--- src/rtl/hydra_tx_scheduler.sv ---
// hydra_tx_scheduler: shares the four Hydra UART transmitters between local
// FIFO packets and forwarded RX packets, loading all target ports at once.
module hydra_tx_scheduler #(
   parameter int WIDTH        = 64,
   parameter int MAX_STARVE   = 4,
   parameter int BUSY_TIMEOUT = 3
) (
   input  logic             clk,
   input  logic             reset,
   input  logic             fwd_valid,
   input  logic [WIDTH-2:0] fwd_data,
   input  logic             fwd_downstream,
   output logic             fwd_ack,
   input  logic             local_valid,
   input  logic [WIDTH-2:0] local_data,
   output logic             local_ack,
   input  logic [3:0]       enable_piso_upstream,
   input  logic [3:0]       enable_piso_downstream,
   input  logic [3:0]       tx_busy,
   output logic [3:0]       ld_tx_data_uart,
   output logic [WIDTH-2:0] tx_data,
   output logic             sched_busy,
   output logic [15:0]      drop_count,
   output logic [7:0]       timeout_count
);

   localparam int SW = $clog2(MAX_STARVE + 1);
   localparam int TW = $clog2(BUSY_TIMEOUT + 1);
   localparam logic [SW-1:0] STARVE_LIM = SW'(MAX_STARVE);
   localparam logic [TW-1:0] TIMER_LIM  = TW'(BUSY_TIMEOUT);

   typedef enum logic [1:0] {
      S_IDLE,
      S_WAIT_PORTS,
      S_LOAD,
      S_WAIT_BUSY
   } state_t;

   state_t           state_q, state_d;
   logic [3:0]       mask_q, mask_d;
   logic [WIDTH-2:0] data_q, data_d;
   logic             fwd_ack_q, fwd_ack_d;
   logic             local_ack_q, local_ack_d;
   logic [SW-1:0]    starve_q, starve_d;
   logic [TW-1:0]    timer_q, timer_d;
   logic [15:0]      drop_q, drop_d;
   logic [7:0]       tout_q, tout_d;

   logic             grant_fwd;
   logic             grant_local;
   logic [3:0]       grant_mask;

   // Arbitrate in IDLE; a cycle carrying an ack is skipped so the acked
   // source can retire its valid before it is sampled again.
   always_comb begin
      grant_fwd   = 1'b0;
      grant_local = 1'b0;
      if (state_q == S_IDLE && !(fwd_ack_q || local_ack_q)) begin
         if (fwd_valid && local_valid) begin
            if (starve_q == STARVE_LIM) begin
               grant_local = 1'b1;
            end else begin
               grant_fwd = 1'b1;
            end
         end else begin
            grant_local = local_valid;
            grant_fwd   = fwd_valid;
         end
      end
   end

   // Target ports: local traffic and upstream forwards share one mask.
   always_comb begin
      grant_mask = enable_piso_upstream;
      if (grant_fwd && fwd_downstream) begin
         grant_mask = enable_piso_downstream;
      end
   end

   // Starvation counter: counts forward wins over a waiting local packet.
   always_comb begin
      starve_d = starve_q;
      if (!local_valid || grant_local) begin
         starve_d = '0;
      end else if (grant_fwd && starve_q != STARVE_LIM) begin
         starve_d = starve_q + 1'b1;
      end
   end

   // Next-state logic for the grant / wait / load / confirm sequence.
   always_comb begin
      state_d     = state_q;
      mask_d      = mask_q;
      data_d      = data_q;
      fwd_ack_d   = grant_fwd;
      local_ack_d = grant_local;
      timer_d     = timer_q;
      drop_d      = drop_q;
      tout_d      = tout_q;
      unique case (state_q)
         S_IDLE: begin
            if (grant_fwd || grant_local) begin
               mask_d = grant_mask;
               data_d = grant_fwd ? fwd_data : local_data;
               if (grant_mask == 4'b0000) begin
                  if (drop_q != 16'hFFFF) begin
                     drop_d = drop_q + 16'd1;
                  end
               end else begin
                  state_d = S_WAIT_PORTS;
               end
            end
         end
         S_WAIT_PORTS: begin
            if ((tx_busy & mask_q) == 4'b0000) begin
               state_d = S_LOAD;
            end
         end
         S_LOAD: begin
            timer_d = '0;
            state_d = S_WAIT_BUSY;
         end
         S_WAIT_BUSY: begin
            if ((tx_busy & mask_q) == mask_q) begin
               state_d = S_IDLE;
            end else begin
               timer_d = timer_q + 1'b1;
               if (timer_d == TIMER_LIM) begin
                  if (tout_q != 8'hFF) begin
                     tout_d = tout_q + 8'd1;
                  end
                  state_d = S_IDLE;
               end
            end
         end
         default: begin
            state_d = S_IDLE;
         end
      endcase
   end

   // State and datapath registers; reset drops any in-flight packet.
   always_ff @(posedge clk or posedge reset) begin
      if (reset) begin
         state_q     <= S_IDLE;
         mask_q      <= '0;
         data_q      <= '0;
         fwd_ack_q   <= 1'b0;
         local_ack_q <= 1'b0;
         starve_q    <= '0;
         timer_q     <= '0;
         drop_q      <= '0;
         tout_q      <= '0;
      end else begin
         state_q     <= state_d;
         mask_q      <= mask_d;
         data_q      <= data_d;
         fwd_ack_q   <= fwd_ack_d;
         local_ack_q <= local_ack_d;
         starve_q    <= starve_d;
         timer_q     <= timer_d;
         drop_q      <= drop_d;
         tout_q      <= tout_d;
      end
   end

   assign fwd_ack         = fwd_ack_q;
   assign local_ack       = local_ack_q;
   assign ld_tx_data_uart = (state_q == S_LOAD) ? mask_q : 4'b0000;
   assign tx_data         = data_q;
   assign sched_busy      = (state_q != S_IDLE);
   assign drop_count      = drop_q;
   assign timeout_count   = tout_q;

endmodule

--- config.mk ---
export PLATFORM = sky130hd
export DESIGN_NAME = hydra_tx_scheduler
export DESIGN_NICKNAME = d
export VERILOG_FILES = /design/src/rtl/hydra_tx_scheduler.sv
export SDC_FILE = /design/constraint.sdc
export NUM_CORES = 1
export LEC_CHECK = 0
export ABC_AREA = 0
export BUFFER_PORTS_ARGS = -buffer_cell sky130_fd_sc_hd__buf_4
export CAP_MARGIN = 20
export CORE_MARGIN = 2
export CORE_UTILIZATION = 46
export CTS_CLUSTER_DIAMETER = 30
export CTS_CLUSTER_SIZE = 12
export DETAILED_ROUTE_END_ITERATION = 8
export GPL_TIMING_DRIVEN = 0
export PLACE_DENSITY = 0.77
export SYNTH_ARGS = -nofsm -noshare
export SYNTH_HDL_FRONTEND = slang
export SYNTH_SLANG_ARGS = --single-unit
export TNS_END_PERCENT = 20
--- constraint.sdc ---
create_clock -name clk -period 4.7 [get_ports clk]
set_clock_uncertainty 0.2 [all_clocks]
set_input_delay 1.41 -clock clk [delete_from_list [all_inputs] [get_ports clk]]
set_output_delay 1.41 -clock clk [all_outputs]
set_load 0.05 [all_outputs]
==> results.md <==
* Row Count at 37
* Yosys top cell by area: dfrtp_1
* Int Power at 2.32 mW
* Cells along the critical path: buf_4 -> and4bb_2 -> nand2_1 -> inv_2 -> buf_1 -> nand2_1 -> a31oi_1
* Vias/cell at 5.17
* Synthesized cell area at 4800 sq um
* Starting density of the core at 0.469
* Post-CTS sizing at 0
* Final setup vio count at 0
* Critical Path RT at between 4 and 5 ns
* Nets at 927
* Area contributors post-synth: dfrtp_1 (52%), nand2_1 (11%), a31oi_1 (8.5%), nor2_1 (5.2%), xnor2_1 (3.3%)
* Commonest non-fill, non-tap cell in the layout: buf_4
* Placeable Area at 10200 sq um
* Sequential share of power at 0.298
* Final Cell Area at 6970 sq um
* Hold violation count in the final report at 0
* Grt ovf at 0
* TritonCTS Sinks at 100
* Crit-path max FO at 10
* PortBufs at 236
* Placed cell areas at 6770 sq um
* Setup Buffers After CTS at 0
* CP startpoint kind: input port
* Worst path arrival time at 3.19 ns
* Hold WC Path Type: reg -> reg
* Overall Global Routing Usage at 0.259
* Worst relative slew slack at 0.385
* Pwr per Cell Area at 675 nW/um^2
* CTS buffer count at 9
* Unrepaired setup endpoints after global routing: no
* Hold_buf cts at 0
* CP delay by family, top: buffers and inverters
* Most frequent cells in the layout: buf_4 (236), nand2_1 (140), dfrtp_1 (100)
* IO Pins at between 200 and 250
* VDD IR-drop max at 411 uV
* Bufs and invs on worst path at 3
* Net Sw Frac at 0.506
* HPWL after DPL at 11400 microns
* Syn Inst Count at 527
* Clock transition at the registers of the reported paths at ~0.090 ns
* Crit. End Element: flip-flop
* Tmin final at 3.11 ns
* Crit Path Class: in -> reg
* Final GP Congestion at 0.864
* Synth cell types at between 40 and 50
* Worst-margin pin slew at about 0.9 ns
* Fmax at 321 MHz
* Synth warn at 0
* Clock buffer depth at 2
* Combinational power share at 0.580
* Worst skew pair latency at about 0.36 ns
* Highest-delay cell along the critical path: buf_1
* Clock share of power at 0.122
* Syn nets at 679
* Largest net degree at the start of global routing at 53
* DRC at 0
* Via Count at ~4700
* Initial antenna violation count at 0
* Die Wd at 106 microns
* H-tree lvl count at 3
* Register area share after synthesis at 0.522
* Place WS at 1.20 ns
* Final Max Tran Viols at 0
* Crit-path max cell delay at between 0.4 and 0.5 ns
* Synth top area share at 0.522
* Die footprint at 11300 sq um
* Mapped Avg Cell Area at 9.10 sq um
* Drt total wl at 14500 microns
* Vias in the first global route at 4692
* Period utilization at 0.662
* CTS tree: built
* MaxCap Viol Count at 0
* Root buffer selected by CTS: clkbuf_8
* First-pass GRT wire length at 23000 microns
* Area Growth Syn to Fin at 45.3%
* N_diodes at 0
* Outcome: finished clean
* Post-route ant nets at 0
* Die height at 106 microns
* 1st-iter DRT viols at ~230
* Net Switching at 2.38 mW
* FF+latch count, synth at 100
* First-pass iteration count of the detailed router at 5
* Final WS setup at 1.59 ns
* WL/cell at 15.8 microns
* Leak pwr at 3.36 nW
* Cell repeated most along the worst path: nand2_1
* Proportion of layout cells with a drive suffix above 1 at 0.347
[power groups by stage]
| stage | Sequential (mW) | Clock [mW] | Combinational, mW |
|---|---|---|---|
| after floorplan | 2.38 | 0 | 0.869 |
| after global placement | 1.40 | 0 | 2.70 |
| after detailed placement | 1.41 | 0 | 2.74 |
| after CTS | 1.40 | 0.585 | 2.74 |
| after global routing | 1.44 | 0.616 | 2.90 |
| final | 1.40 | 0.573 | 2.73 |
[synth_stat cells, drive strengths merged]
library cell    n
nor2           67
inv            10
o21ai           9
xor2            2
a31o            1
a21boi          1
a32oi           1
o32a            1
nand4          14
a311oi          1
and2            6
dfrtp         100
o21a            2
ha              9
nand2         140
nor3            2
and4            3
mux2            3
nand2b          1
buf            15
and4bb          1
o31ai           1
or4             1
nand3          12
a2111oi         1
or3             2
a31oi          65
a221oi          1
and3            5
mux2i           5
o41ai           1
clkbuf         12
a22o            2
nor4            1
nor3b           1
xnor2          18
a21oi           4
nor2b           6
[logic make-up (layout without fill, tap and decap cells)]
| group | count (synthesis) | after routing | share of synthesized area |
|---|---|---|---|
| adders and majority gates | 9 | 9 | 0.0235 |
| buffers and inverters | 37 | 289 | 0.0305 |
| and+or+nand+nor | 262 | 262 | 0.237 |
| DFF | 100 | 100 | 0.522 |
| muxes | 8 | 8 | 0.0175 |
| xor gates and xnor gates | 20 | 20 | 0.0365 |
| AOI/OAI and AO/OA | 91 | 91 | 0.134 |
[layout make-up]
type                       instances  area [sq um]
clock buffer                      14           173
tap                              136           170
multi-input combinational        390          2150
buffer                            27           109
clock inverter                     1          30.0
inverter                          10          40.0
timing repair buffer             237          1800
sequential                       100          2500
fill                             858          3260
[final timing paths]
path | startpoint | endpoint | slack [ns] | cells past startpoint
max in group asynchronous | reset | tx_data[19] | 2.68 | 3
worst min-delay path | timeout_count[5] | timeout_count[5] | 0.30 | 1
worst max-delay path | fwd_valid | tx_data[27] | 1.59 | 7
worst min register to register | timeout_count[5] | timeout_count[5] | 0.30 | 1
worst max register to register | state_q[0] | state_q[1] | 1.88 | 8
min in group asynchronous | reset | tx_data[47] | 0.95 | 2
[registers in the layout, summed over array words and instances (netlist names)]
signal,flops
tx_data,63
drop_count,16
timeout_count,8
mask_q,4
starve_q,3
state_q,2
timer_q,2
fwd_ack,1
local_ack,1
[per-layer routing]
layer,part of all wire,global-route usage
met3,0.066,0.0546
met1,0.39,0.310
met5,0,0
met4,0.017,0.0799
met2,0.53,0.467
[per-stage QoR]
step | util | total power, mW | TNS [ns] | hold slack (ns) | std cells
final | 0.681 | 4.70 | 0 | 0.298 | 915
after global routing | 0.681 | 4.96 | 0 | 0.336 | 915
after detailed placement | 0.661 | 4.16 | 0 | 0.290 | 900
after floorplan | - | 3.25 | 0 | 0.258 | 527
after global placement | 0.659 | 4.10 | -71.15 | 0.278 | 899
after CTS | 0.681 | 4.73 | 0 | 0.302 | 915
No activity file was read; power rests on OpenSTA's default activity.
